**config.mk**
```make
export PLATFORM = sky130hd
export DESIGN_NAME = tristate_bus_arbiter
export DESIGN_NICKNAME = d
export VERILOG_FILES = /design/src/rtl/tristate_bus_arbiter.sv
export SDC_FILE = /design/constraint.sdc
export NUM_CORES = 1
export LEC_CHECK = 0
export BUFFER_PORTS_ARGS = -buffer_cell sky130_fd_sc_hd__buf_2
export CAP_MARGIN = 10
export CORE_MARGIN = 4
export CORE_UTILIZATION = 45
export DETAILED_ROUTE_END_ITERATION = 6
export PLACE_DENSITY = 0.75
export REMOVE_ABC_BUFFERS = 1
export SLEW_MARGIN = 5
export SYNTH_ARGS = -nofsm -noshare
export SYNTH_HDL_FRONTEND = slang
export SYNTH_SLANG_ARGS = --single-unit
```
**constraint.sdc**
```tcl
create_clock -name clk -period 4 [get_ports clk]
set_input_delay 0.8 -clock clk [delete_from_list [all_inputs] [get_ports clk]]
set_output_delay 0.8 -clock clk [all_outputs]
set_load 0.05 [all_outputs]
```
**src/rtl/tristate_bus_arbiter.sv**
```systemverilog
// Four-driver round-robin arbiter for a shared tristate bus, with registered grants and driver enables.
// Define ARB_TURNAROUND_EN to insert a one-cycle break-before-make TURN state between owners.
module tristate_bus_arbiter #(
  parameter int unsigned HOLD_MAX = 8
) (
  input  logic       clk,
  input  logic       rst,
  input  logic [3:0] req,
  output logic [3:0] gnt,
  output logic [3:0] bus_en,
  output logic [1:0] sel,
  output logic       busy,
  output logic [1:0] dbg_state,
  output logic [3:0] dbg_hcnt
);

  typedef enum logic [1:0] {
    IDLE = 2'd0,
    TURN = 2'd1,
    OWN  = 2'd2
  } state_t;

  localparam logic [3:0] HOLD_LAST = 4'(HOLD_MAX - 1);

  state_t     state_q, state_d;
  logic [3:0] gnt_q, gnt_d;
  logic [3:0] bus_en_q, bus_en_d;
  logic [1:0] sel_q, sel_d;
  logic [1:0] own_q, own_d;
  logic [1:0] ptr_q, ptr_d;
  logic [3:0] hcnt_q, hcnt_d;

  logic [3:0] others;
  logic [1:0] win;
  logic       release_own;

  // First requester after p in circular order; p itself is checked last.
  function automatic logic [1:0] rr_pick(input logic [3:0] r, input logic [1:0] p);
    logic [1:0] idx;
    logic [1:0] w;
    w = p;
    for (int i = 4; i >= 1; i--) begin
      idx = p + 2'(i);
      if (r[idx]) w = idx;
    end
    return w;
  endfunction

  always_comb begin
    state_d     = state_q;
    gnt_d       = gnt_q;
    bus_en_d    = bus_en_q;
    sel_d       = sel_q;
    own_d       = own_q;
    ptr_d       = ptr_q;
    hcnt_d      = hcnt_q;
    others      = req & ~(4'b0001 << own_q);
    win         = 2'd0;
    release_own = 1'b0;

    case (state_q)
      IDLE: begin
        win = rr_pick(req, ptr_q);
        if (|req) begin
          gnt_d = 4'b0001 << win;
          sel_d = win;
          own_d = win;
`ifdef ARB_TURNAROUND_EN
          state_d = TURN;
`else
          state_d  = OWN;
          bus_en_d = 4'b0001 << win;
          hcnt_d   = 4'd0;
`endif
        end
      end
`ifdef ARB_TURNAROUND_EN
      TURN: begin
        // Requests arriving now wait for the next release; only the chosen winner matters.
        if (req[own_q]) begin
          state_d  = OWN;
          bus_en_d = gnt_q;
          hcnt_d   = 4'd0;
        end else begin
          state_d = IDLE;
          gnt_d   = 4'd0;
          sel_d   = 2'd0;
        end
      end
`endif
      OWN: begin
        hcnt_d      = (hcnt_q == 4'd15) ? 4'd15 : hcnt_q + 4'd1;
        release_own = !req[own_q] || ((hcnt_q == HOLD_LAST) && (|others));
        win         = rr_pick(others, own_q);
        if (release_own) begin
          ptr_d    = own_q;
          bus_en_d = 4'd0;
          if (|others) begin
            gnt_d = 4'b0001 << win;
            sel_d = win;
            own_d = win;
`ifdef ARB_TURNAROUND_EN
            state_d = TURN;
`else
            state_d  = OWN;
            bus_en_d = 4'b0001 << win;
            hcnt_d   = 4'd0;
`endif
          end else begin
            state_d = IDLE;
            gnt_d   = 4'd0;
            sel_d   = 2'd0;
          end
        end
      end
      default: begin
        state_d  = IDLE;
        gnt_d    = 4'd0;
        bus_en_d = 4'd0;
        sel_d    = 2'd0;
      end
    endcase
  end

  // Asynchronous reset so no tristate driver stays enabled while rst is high.
  always_ff @(posedge clk or posedge rst) begin
    if (rst) begin
      state_q  <= IDLE;
      gnt_q    <= 4'd0;
      bus_en_q <= 4'd0;
      sel_q    <= 2'd0;
      own_q    <= 2'd0;
      ptr_q    <= 2'd3;
      hcnt_q   <= 4'd0;
    end else begin
      state_q  <= state_d;
      gnt_q    <= gnt_d;
      bus_en_q <= bus_en_d;
      sel_q    <= sel_d;
      own_q    <= own_d;
      ptr_q    <= ptr_d;
      hcnt_q   <= hcnt_d;
    end
  end

  assign gnt       = gnt_q;
  assign bus_en    = bus_en_q;
  assign sel       = sel_q;
  assign busy      = |bus_en_q;
  assign dbg_state = state_q;
  assign dbg_hcnt  = hcnt_q;

endmodule

```
==> flow_summary.toml <==
[finish]
area_growth_syn_to_layout_pct = 6.54
finalNetCount = 161
layout.cells.non_filler = 179
mostFrequentLayoutCell = "buf_2"
n_antenna_cell = 0
final_cell_mix = "buf_2, dfrtp_1, a21oi_1"
final_util_pct = 52.4
drive_gt1_share_pct = 26.2

[grt]
grt_pass1_vias = 1005
grt_pass1_wl_mm = 4.45
grt_max_degree = 17
grt_remaining_overflow = 0
track_usage_pct = 15.7
antenna_found_initial = 0

[setup_path]
arrival_ns = 2.68
r2r_start = "own_q[0]$_DFFE_PP0P_"
path_class = "flop to flop"
crit_path_start_kind = "flop"
crit_start = "own_q[0]$_DFFE_PP0P_"
crit_path_end_kind = "flop"
path_max_fanout = 16
cp_data_required_time_ns = 4.24

[synth]
synthArstFlopShare_pct = 100
ys_types = 52
ys_ff_latch = 15
synth_edf_count = 0
yosysWarnings = 0
ys.flop_type = "dfrtp_1"
synth_cells = 135
avgSynthCellArea_um2 = 9.35
ys_seq_area_share_pct = 29.9
synth_area_um2 = 1260

[clocking]
cts_resized = 0
cts_sinks = 15
cts_setup_buffers = 0
htreeDepth = 1
cts_tree = "done"
clock_path_buffers = 2
cts_buffers = 3
root_buffer = "clkbuf_4"
cts_hold_buf = 0
clk_latency_ns = 0.29
path_clk_slew_ns = 0.09

[floorplan]
die_x_um = 61.0
design.core.area_um2 = 2570
io_pins = 23
die_y_um = 61.0
start_util_pct = 49.2
die_area_um2 = 3720
rows = 18

[timing]
period_needed_ns = 2.44
drv_slew = 0
rsz0062_at_grt = "no"
setup_violations = 0
finalHoldViolCount = 0
final.setup.worst_slack_ns = 1.56
worst_pin_slew_ns = 0.635
fin_tns_setup_ns = 0
finClkSkew_ns = 0.0128
slew_headroom_pct = 57.3
fin_crit_sh_pct = 61.1
max_freq_ghz = 0.409

[place]
dp_cells = 175
io_buffers = 21
gp_congestion = 0.875
dpl.hpwl_mm = 2.04
dp_slack_ns = 1.61

[route]
dr.first_iter.drc_count = 32
wl_per_cell_um = 14.6
drt_wl_total_mm = 2.61
ant_nets = 0
remaining_drc_errors = 0
vias_per_cell = 6.10
drt_pre_antenna_iters = 4
route.vias.total = 1092

[outcome]
status = "finished clean"

[worst_hold_path]
worstHoldPathType = "flop to flop"
min_from = "sel[1]$_DFFE_PP0P_"

[run]
max-cap-violations = 0
[area by class of cell]
type	count	area, um2
fillers	229	1220
multi-input cells	101	767
flip-flops and latches	15	378
repair buffers	21	105
well taps	30	37.5
inverters	8	30.0
clock buffers	3	22.5
clock inverters	1	5.00
[kinds of logic after synthesis]
family / share of synthesized area, %
simple gates: 21.5
buf+inv: 9.32
fa+ha+maj: 4.96
flops: 29.9
other cells: 0.297
compound gates: 27.3
mux: 6.74
[path summary, 6_finish.rpt]
kind                                           end  slack, ns  cells past startpoint
setup / recovery             bus_en[3]$_DFFE_PP0P_       1.56                      8
hold / removal                  sel[1]$_DFFE_PP0P_       0.49                      1
setup reg to reg             bus_en[3]$_DFFE_PP0P_       1.56                      8
hold reg to reg                 sel[1]$_DFFE_PP0P_       0.49                      1
max in group asynchronous     ptr_q[0]$_DFFE_PP1P_       3.06                      2
min in group asynchronous  dbg_hcnt[0]$_DFFE_PP0P_       0.55                      2
[synth_stat cells (2+ instances only)]
master / n / share of area [%]
a21o_1: 3 / 1.8
a21oi_1: 11 / 4.4
a22o_1: 2 / 1.4
a31oi_1: 3 / 1.5
buf_4: 6 / 3.6
buf_6: 3 / 2.7
clkinv_1: 2 / 0.59
dfrtp_1: 13 / 26
dfstp_2: 2 / 4.2
ha_1: 5 / 5.0
inv_1: 6 / 1.8
mux2_1: 2 / 1.8
mux2i_1: 4 / 3.2
nand2_1: 5 / 1.5
nand2b_1: 7 / 3.5
nand3_1: 4 / 1.6
nand3b_1: 2 / 1.2
nor2_1: 7 / 2.1
nor2b_1: 4 / 2.0
nor4_1: 2 / 0.99
o21a_1: 2 / 1.2
o21ai_0: 7 / 2.8
o21ai_1: 3 / 1.2
o22a_1: 2 / 1.4
[state kept, by name (all words and copies together) (netlist names)]
name,flops
bus_en,4
dbg_hcnt,4
own_q,2
ptr_q,2
sel,2
dbg_state,1
[stage by stage]
stage,hold WS (ns),instance area [um2]
2_1_floorplan,0.641,1170
5_1_grt,0.531,1350
3_3_place_gp,0.462,1320
4_1_cts,0.496,1350
3_5_place_dp,0.474,1320
6_report,0.493,1350
[critical path: stages (launching register included)]
cell	delay, ns
dfrtp_1	0.72
inv_1	0.18
ha_1	0.29
nor4b_2	0.34
o41a_1	0.24
o21bai_2	0.08
a21oi_1	0.24
nor2b_1	0.16
o22a_1	0.14
[metal layers]
metal | global-route usage, % | share of wire [%] | vias up
met5 | 0 | 0 | -
met4 | 3.41 | 0.73 | 0
li1 | - | - | 519
met1 | 20.1 | 46 | 529
met2 | 26.0 | 47 | 40
met3 | 5.11 | 6.8 | 4
Power is left out: the tool's default activity adds up to more than one toggle a clock period on the data nets, which glitch-free logic cannot reach.
